`config.mk`:
```
export PLATFORM = sky130hd
export DESIGN_NAME = rf_write_arbiter
export DESIGN_NICKNAME = d
export VERILOG_FILES = /design/src/rtl/rf_write_arbiter.sv
export SDC_FILE = /design/constraint.sdc
export NUM_CORES = 1
export LEC_CHECK = 0
export ABC_CLOCK_PERIOD_IN_PS = 2700
export CAP_MARGIN = 20
export CELL_PAD_IN_SITES_DETAIL_PLACEMENT = 1
export CELL_PAD_IN_SITES_GLOBAL_PLACEMENT = 1
export CORE_MARGIN = 4
export CORE_UTILIZATION = 30
export DETAILED_ROUTE_END_ITERATION = 6
export GPL_TIMING_DRIVEN = 0
export PLACE_DENSITY_LB_ADDON = 0.08
export SLEW_MARGIN = 40
export SYNTH_ARGS = -nofsm -noshare
export SYNTH_HDL_FRONTEND = slang
export SYNTH_SLANG_ARGS = --single-unit
```
`constraint.sdc`:
```
create_clock -name i_core_clk -period 2.7 [get_ports i_core_clk]
set_input_delay 0.27 -clock i_core_clk [delete_from_list [all_inputs] [get_ports i_core_clk]]
set_output_delay 0.27 -clock i_core_clk [all_outputs]
set_load 0.1 [all_outputs]
```
`src/rtl/rf_write_arbiter.sv`:
```
// Purpose: round-robin arbiter sharing the register-file write port between ALU (A) and load-return (M) writebacks, plus pending-write scoreboard.
// Latency: handshake at edge k drives RF_WRITE after edge k; commit at edge k+1 when BUSYWAIT is low; PENDING is registered (one cycle after PEND_SET).
// Backpressure: BUSYWAIT freezes the staged write and drops both READYs; otherwise the stage frees every cycle, so one write per cycle is sustained.
//
// Ports:
//   i_core_clk, i_rst       clock and synchronous active-high reset
//   i_busywait              data-memory stall; staged write is held while high
//   i_a_vld/i_a_addr/i_a_dat, o_a_rdy   ALU writeback request
//   i_m_vld/i_m_addr/i_m_dat, o_m_rdy   load-return writeback request
//   o_rf_write, o_rf_inaddress, o_rf_in register-file WRITE / INADDRESS / IN
//   i_pend_set, i_pend_addr, o_pending  issue-time scoreboard of outstanding writes
module rf_write_arbiter (
    input  logic       i_core_clk,
    input  logic       i_rst,
    input  logic       i_busywait,
    input  logic       i_a_vld,
    input  logic [2:0] i_a_addr,
    input  logic [7:0] i_a_dat,
    output logic       o_a_rdy,
    input  logic       i_m_vld,
    input  logic [2:0] i_m_addr,
    input  logic [7:0] i_m_dat,
    output logic       o_m_rdy,
    output logic       o_rf_write,
    output logic [2:0] o_rf_inaddress,
    output logic [7:0] o_rf_in,
    input  logic       i_pend_set,
    input  logic [2:0] i_pend_addr,
    output logic [7:0] o_pending
);

    // Round-robin pointer: 0 = A granted last, 1 = M granted last.
    logic       r_last_m;
    logic       r_rf_write;
    logic [2:0] r_rf_inaddress;
    logic [7:0] r_rf_in;
    logic [7:0] r_pending;

    logic       w_a_rdy;
    logic       w_m_rdy;
    logic       w_commit;
    logic [7:0] w_clr_mask;
    logic [7:0] w_set_mask;
    logic [7:0] w_pending_nxt;

    // With BUSYWAIT low the stage always frees at this edge (either empty or
    // committing), so the grant only needs to look at the stall and reset.
    always_comb begin
        w_a_rdy = 1'b0;
        w_m_rdy = 1'b0;
        if (!i_rst && !i_busywait) begin
            if (i_a_vld && i_m_vld) begin
                w_a_rdy = r_last_m;
                w_m_rdy = !r_last_m;
            end else begin
                w_a_rdy = i_a_vld;
                w_m_rdy = i_m_vld;
            end
        end
    end

    assign w_commit   = r_rf_write && !i_busywait;
    assign w_clr_mask = w_commit   ? (8'h01 << r_rf_inaddress) : 8'h00;
    assign w_set_mask = i_pend_set ? (8'h01 << i_pend_addr)    : 8'h00;
    // Set is applied after clear so a newly issued writer to the same register
    // keeps its bit when the older write commits on the same edge.
    assign w_pending_nxt = (r_pending & ~w_clr_mask) | w_set_mask;

    always_ff @(posedge i_core_clk) begin
        if (i_rst) begin
            r_last_m       <= 1'b0;
            r_rf_write     <= 1'b0;
            r_rf_inaddress <= 3'd0;
            r_rf_in        <= 8'd0;
            r_pending      <= 8'h00;
        end else begin
            r_pending <= w_pending_nxt;
            if (w_a_rdy && i_a_vld) begin
                r_rf_write     <= 1'b1;
                r_rf_inaddress <= i_a_addr;
                r_rf_in        <= i_a_dat;
                r_last_m       <= 1'b0;
            end else if (w_m_rdy && i_m_vld) begin
                r_rf_write     <= 1'b1;
                r_rf_inaddress <= i_m_addr;
                r_rf_in        <= i_m_dat;
                r_last_m       <= 1'b1;
            end else if (!i_busywait) begin
                // Stage freed with nothing new to load; address/data keep
                // their last value since WRITE is low.
                r_rf_write <= 1'b0;
            end
        end
    end

    assign o_a_rdy        = w_a_rdy;
    assign o_m_rdy        = w_m_rdy;
    assign o_rf_write     = r_rf_write;
    assign o_rf_inaddress = r_rf_inaddress;
    assign o_rf_in        = r_rf_in;
    assign o_pending      = r_pending;

endmodule

```
After elaboration in Yosys (flattened, before gate mapping)
Cells that the tools add are included.

storage, ports and cells
  register bits after elaboration = 21
  logic and storage cells = 34
  output and inout bits = 22
  input bits = 31

cells by class
  bitwise logic cells = 3
  reductions and logical operators = 10
  multiplexer cells = 13
  shift operators = 2
  equality and inequality tests = 1

operator list
  kind                 count
  $mux 8               4
  $shl 1x3->8 const A  2
  $and 8x8->8          1
  $not 8->8            1
  $or 8x8->8           1
  $mux 1               7
  $mux 3               2
  $logic_and 1x1->1    5
  $logic_not 1->1      3
  $ne 3x1->1 const B   1
  $reduce_bool 2->1    1
  $reduce_or 2->1      1

Logic depth before layout (Yosys ltp)
Gate-level depths: netlist (run 1).

  word-level depth = 6
  mapped depth = 4
  depth with buffers taken out = 3

Worst setup path before layout (run 1)
No wires, ideal clock.

  path type = input -> output
  start = in i_rst
  end = out o_a_rdy
  data arrival time = 2.071 ns
  required time = 2.430 ns
  slack = 0.359 ns
  cell stages on the path = 3
  buffers on the path = 1
  cells stage by stage = or3b_4 > buf_6 > nor2_1

between the ends
  cells in the longest elaborated chain, start to end = 3

ends and longest elaborated chain
  what               RTL line  source
  from (decl)        14        input logic i_rst,
  $logic_not 1->1    51        if (!i_rst && !i_busywait) begin
  $logic_and 1x1->1  51
  $mux 1             51
  to (decl)          19        output logic o_a_rdy,

No other way between the ends.

Worst setup path after layout (run 1)
  start = in i_rst
  end = out o_m_rdy

between the ends
  cells in the longest elaborated chain, start to end = 3

ends and longest elaborated chain
  what               RTL line  source
  $logic_not 1->1    51
  $logic_and 1x1->1  51
  $mux 1             51
  to (decl)          23        output logic o_m_rdy,

No other way between the ends.

==> run metrics, run 1 <==
status=completed; average cell area after synthesis=8.69 µm²; CTS tree=done; flops & latches, synth=21; cell count after placement=220; multiplexer share of the synthesized area=0%; GRT Max-Usage Layer=met2; met2 global-route usage=29.8%; grt met3 use=3.00%; Critical Path Sink Type=output port; Pwr per Cell Area=496 mW/mm²; first-pass GRT wire length=5820 µm; Layout area overhead=46.6%; clock latency on the worst-skew pair=310 ps; fmax=0.451 GHz; initial antenna violation count=0; # fillers=432; vias in the first global route=1225; Hold WC Path Type=flop to flop; Die Area=0.00455 mm²; sequential area share after synthesis=39.7%; Mapped Cells=122; total power=0.771 mW; final setup vio count=0; final non-filler cell total=224; register cell area after layout=420 µm²; simple-gate portion of the synthesized area=21.7%; main combinational cell family by area after synthesis=compound AO/OA/AOI/OAI gates; Tcrit/Tclk final=82.1%; XOR/XNOR Fraction of Synth Area=0%; Worst Setup Start Kind=primary input; Detail Route Antenna Nets=0; post-route cell area=0.00155 mm²; layout net count=210; LEAKAGE=0.577 nW; gr usage total=16.7%; routed vias/inst=5.37; Fin. Hold Viols=0; Post-synth top flop=dfxtp_1; RSZ-0062 raised after global routing=no; Vias=1203; syn nets=153; Max VDD drop=0.237 mV; IO Pins=53; cts repair resizes=0; routability congestion estimate=0.848; number of synthesized flops with an enable pin=0; complex-gate fraction of the synthesized area=32.5%; max_cap viols=0; number of remaining DRC errors=0; antenna diode count=0; Clock Skew=12.8 ps; GRT met1 Usage=20.9%; Detailed Routing Iterations Pass 1=4; fin. max-slew vios=0; CTS sink count=21; Post-Synth Adder-Cell Area=0%; routed wire length=3660 µm; critical path type=primary input to output port; Wirelength per Cell=16.3 µm; Reg clk slew, reported paths=110 ps; post-layout minimum cycle time=2220 ps; relative slew slack=64.6%; Worst Path Arrival=1950 ps; Warnings, synthesis=0; num rows=21; CTS buffer count=3; Synth cell types=28; fraction of registers with async set/reset=0%; count leader, synth=dfxtp_1; layout cell share with drive strength beyond 1=23.6%; CP max FO=10; Initial Util=31.5%; H-Tree Level Count=1; Synth top cells by count=dfxtp_1, a21oi_1, nand4_1; hold_buf cts=0; Synth top area share=39.7%; Core ar.=0.00336 mm²; Clock Tree Buf Depth=2; area of the multi-input gates=574 µm²; die width=67.4 µm; Synth area leaders=dfxtp_1, a21oi_1, a311oi_1; post-CTS setup buffers=0; die height=67.4 µm; CP required=2430 ps; Port-buffer cells=52; Synth area leader=dfxtp_1; CTS root buf=clkbuf_4; Post-Syn Area=0.00106 mm²; worst-margin pin slew=532 ps; grt ovf=0; Final HPWL DP=2880 µm; Post-DP Area=0.00153 mm²; drt first-iter violations=53; largest net degree at the start of global routing=12
-- stage by stage --
stage / util (%) / setup TNS (ps) / setup WS, ps / hold WS, ps
floorplan: - / 0 / 359 / 342
global placement: 48.7 / -388 / -204 / 467
detailed placement: 45.4 / 0 / 496 / 472
CTS: 46.2 / 0 / 485 / 488
global route: 46.2 / 0 / 398 / 518
finish: 46.2 / 0 / 483 / 484
-- report_power, final --
group / leakage, nW / switching (mW) / internal [mW]
clock: 0.0150 / 0.0975 / 0.0575
sequential: 0.172 / 0.0124 / 0.327
combinational: 0.390 / 0.194 / 0.0830
total: 0.577 / 0.304 / 0.467
-- flip-flops by register name (all words and copies together), names as in the netlist --
signal,count
o_rf_in,8
o_pending,8
o_rf_write,1
r_last_m,1
o_rf_inaddress,3
-- metal layers --
layer,wire [µm],up-vias
met4,7,0
met3,210,2
met1,1600,576
li1,-,587
met2,1840,38
met5,0,-
-- worst max-delay path: stages --
cell and delay [ps]:
clkdlybuf4s50_1 530, nor2_4 240, buf_2 290, and3_1 190
buf_2 420
-- final cells by class --
class / instances / share of cell area [%]
multi-input cells: 90 / 37.0
flip-flops and latches: 21 / 27.1
repair buffers: 52 / 26.4
plain buffers: 10 / 3.95
well taps: 46 / 3.70
clock buffers: 4 / 1.69
inverters: 1 / 0.242
-- cells in the final DEF, fill, tap and decap left out, drive strengths merged, types with 2 or more instances in the layout --
cell type      instances
a21oi                 20
a311oi                12
buf                   29
clkbuf                 7
clkdlybuf4s50         30
dfxtp                 21
nand2                  5
nand2b                 3
nand3                  4
nand4                 12
nor2                   4
nor2b                  3
o21ai                 17
o31ai                  2
or3b                   2
-- final timing paths --
kind / startpoint / to / slack [ps] / cells after the start
min: o_pending[2]$_SDFF_PP0_ / o_pending[2]$_SDFF_PP0_ / 480 / 2
min reg2reg: o_pending[2]$_SDFF_PP0_ / o_pending[2]$_SDFF_PP0_ / 480 / 2
max reg2reg: r_last_m$_SDFFE_PP0P_ / o_rf_in[7]$_SDFFE_PP0P_ / 1360 / 4
max: i_rst / o_m_rdy / 480 / 5
-- kinds of logic after synthesis --
kind of cell,after synthesis
AOI/OAI and AO/OA,52
buffers and inverters,11
DFF,21
and+or+nand+nor,38
(Power assumes the default switching activity.)
==> run 2: changes to the inputs <==
--- a/config.mk
+++ b/config.mk
@@ -5,12 +5,12 @@
 export SDC_FILE = /design/constraint.sdc
 export NUM_CORES = 1
 export LEC_CHECK = 0
-export ABC_CLOCK_PERIOD_IN_PS = 2700
+export ABC_CLOCK_PERIOD_IN_PS = 1990
 export CAP_MARGIN = 20
 export CELL_PAD_IN_SITES_DETAIL_PLACEMENT = 1
 export CELL_PAD_IN_SITES_GLOBAL_PLACEMENT = 1
 export CORE_MARGIN = 4
-export CORE_UTILIZATION = 30
+export CORE_UTILIZATION = 25
 export DETAILED_ROUTE_END_ITERATION = 6
 export GPL_TIMING_DRIVEN = 0
 export PLACE_DENSITY_LB_ADDON = 0.08
==> constraint.sdc (replaced) <==
create_clock -name i_core_clk -period 1.99 [get_ports i_core_clk]
set_input_delay 0.199 -clock i_core_clk [delete_from_list [all_inputs] [get_ports i_core_clk]]
set_output_delay 0.199 -clock i_core_clk [all_outputs]
set_load 0.1 [all_outputs]
==> run metrics, run 2 (synthesis gave the netlist of run 1 again) <==
routed wire length=3700 µm (+1.0%); most frequent cells in the layout=clkdlybuf4s50_1, buf_2, dfxtp_1; GRT met1 Usage=20.7% (-0.22 points); GRT Max-Usage Layer=met2; FF-to-FF setup slack=700 ps (-660 ps); die width=73.1 µm (+8.4%); Vias=1175 (-2.3%); Hold WC Path Type=flop to flop; post-layout minimum cycle time=1870 ps; Worst Setup Start Kind=primary input; CP required=1790 ps (-640 ps); hold_buf cts=0 (unchanged); Post-DP Area=0.00154 mm² (+0.49%); num rows=23 (+9.5%); vias in the first global route=1233 (+0.65%); worst-margin pin slew=537 ps (+4.94 ps); number of remaining DRC errors=0 (unchanged); gr usage total=14.6% (-2.2 points); critical path type=primary input to output port; max_cap viols=0 (unchanged); RSZ-0062 raised after global routing=no; CTS buffer count=3 (unchanged); met2 global-route usage=22.9% (-6.9 points); routability congestion estimate=0.836 (-1.3%); grt ovf=0 (unchanged); Detailed Routing Iterations Pass 1=4 (unchanged); grt met3 use=2.62% (-0.38 points); Final HPWL DP=2820 µm (-2.3%); Clock Skew=2.20 ps (-10.6 ps); drt first-iter violations=51 (-3.8%); post-CTS setup buffers=0 (unchanged); routed vias/inst=5.15 (-4.0%); Wirelength per Cell=16.2 µm (-0.73%); Layout area overhead=50.8%; Initial Util=26.1% (-5.4 points); pre-CTS setup slack=-86.0 ps (-582 ps); layout cell share with drive strength beyond 1=25.3% (+1.7 points); largest net degree at the start of global routing=13 (+1); fin. max-slew vios=0 (unchanged); CTS root buf=clkbuf_8; status=completed; final setup vio count=0 (unchanged); Die Area=0.00535 mm² (+18%); IO Pins=53 (unchanged); antenna diode count=0 (unchanged); CP max FO=10 (unchanged); clock latency on the worst-skew pair=260 ps (-50 ps); LEAKAGE=0.591 nW (+2.6%); Critical Path Sink Type=output port; Worst Path Arrival=1670 ps (-280 ps); Fin Hold WS=474 ps (-10.1 ps); setup ws final=117 ps (-365 ps); Max VDD drop=0.302 mV (+27%); Clock Tree Buf Depth=2 (unchanged); Pwr per Cell Area=702 mW/mm² (+42%); CTS tree=done; die height=73.1 µm (+8.4%); Tcrit/Tclk final=94.1%; total power=1.12 mW (+46%); most common cell after layout, fill and taps aside=clkdlybuf4s50_1; post-route cell area=0.00160 mm² (+2.8%); layout net count=210 (unchanged); Port-buffer cells=52 (unchanged); relative slew slack=64.2% (-0.33 points); initial antenna violation count=0 (unchanged); first-pass GRT wire length=6100 µm (+4.7%); CTS sink count=21 (unchanged); Detail Route Antenna Nets=0 (unchanged); Util after Layout=39.4% (-6.8 points); Core ar.=0.00406 mm² (+21%); Fin. Hold Viols=0 (unchanged); cts repair resizes=2 (+2); H-Tree Level Count=1 (unchanged); Reg clk slew, reported paths=80 ps (-30 ps); fmax=0.534 GHz
## run 2: changes by cell type in the layout (fill, tap and decap cells not counted), sizes merged
cell	change
buf	-1
clkinv	+1
## run 2: worst paths after layout
path                           start                       to  cells past startpoint
max                          i_a_vld                  o_a_rdy                      5
min          o_pending[4]$_SDFF_PP0_  o_pending[4]$_SDFF_PP0_                      2
max reg2reg  o_rf_write$_SDFFE_PP0P_  o_pending[0]$_SDFF_PP0_                      3
min reg2reg  o_pending[4]$_SDFF_PP0_  o_pending[4]$_SDFF_PP0_                      2
## run 2: metrics by stage
stage               TNS, ps  std cells
floorplan                 0        122
global placement      -1540        224
detailed placement     -150        224
CTS                       0        228
global route              0        228
finish                    0        228
## run 2: cell type report
cell class	instances	area [µm²]
fill	491	2460
multi-input combinational	90	577
timing repair buffer	52	423
sequential	21	420
buffer	10	65.1
tap	50	62.6
clock buffer	3	41.3
clock inverter	1	5.00
inverter	1	3.75
## run 2: per-layer routing
metal | share of wire, % | vias to the layer above
met3 | 4.7 | 2
met2 | 48 | 27
met5 | 0 | -
met1 | 47 | 560
li1 | - | 586
met4 | 0.65 | 0
## run 2: report_power, final
group | switching (mW) | internal (mW) | leakage [nW] | total (mW)
logic | 0.264 | 0.115 | 0.394 | 0.379
clock network | 0.144 | 0.139 | 0.0255 | 0.284
registers | 0.0165 | 0.443 | 0.172 | 0.459
total | 0.425 | 0.697 | 0.591 | 1.12
## run 2: worst max-delay path, cell delays in order
cell and delay [ps]:
clkdlybuf4s50_1 560, or3b_4 420, buf_6 170, nor2_2 90, buf_6 230
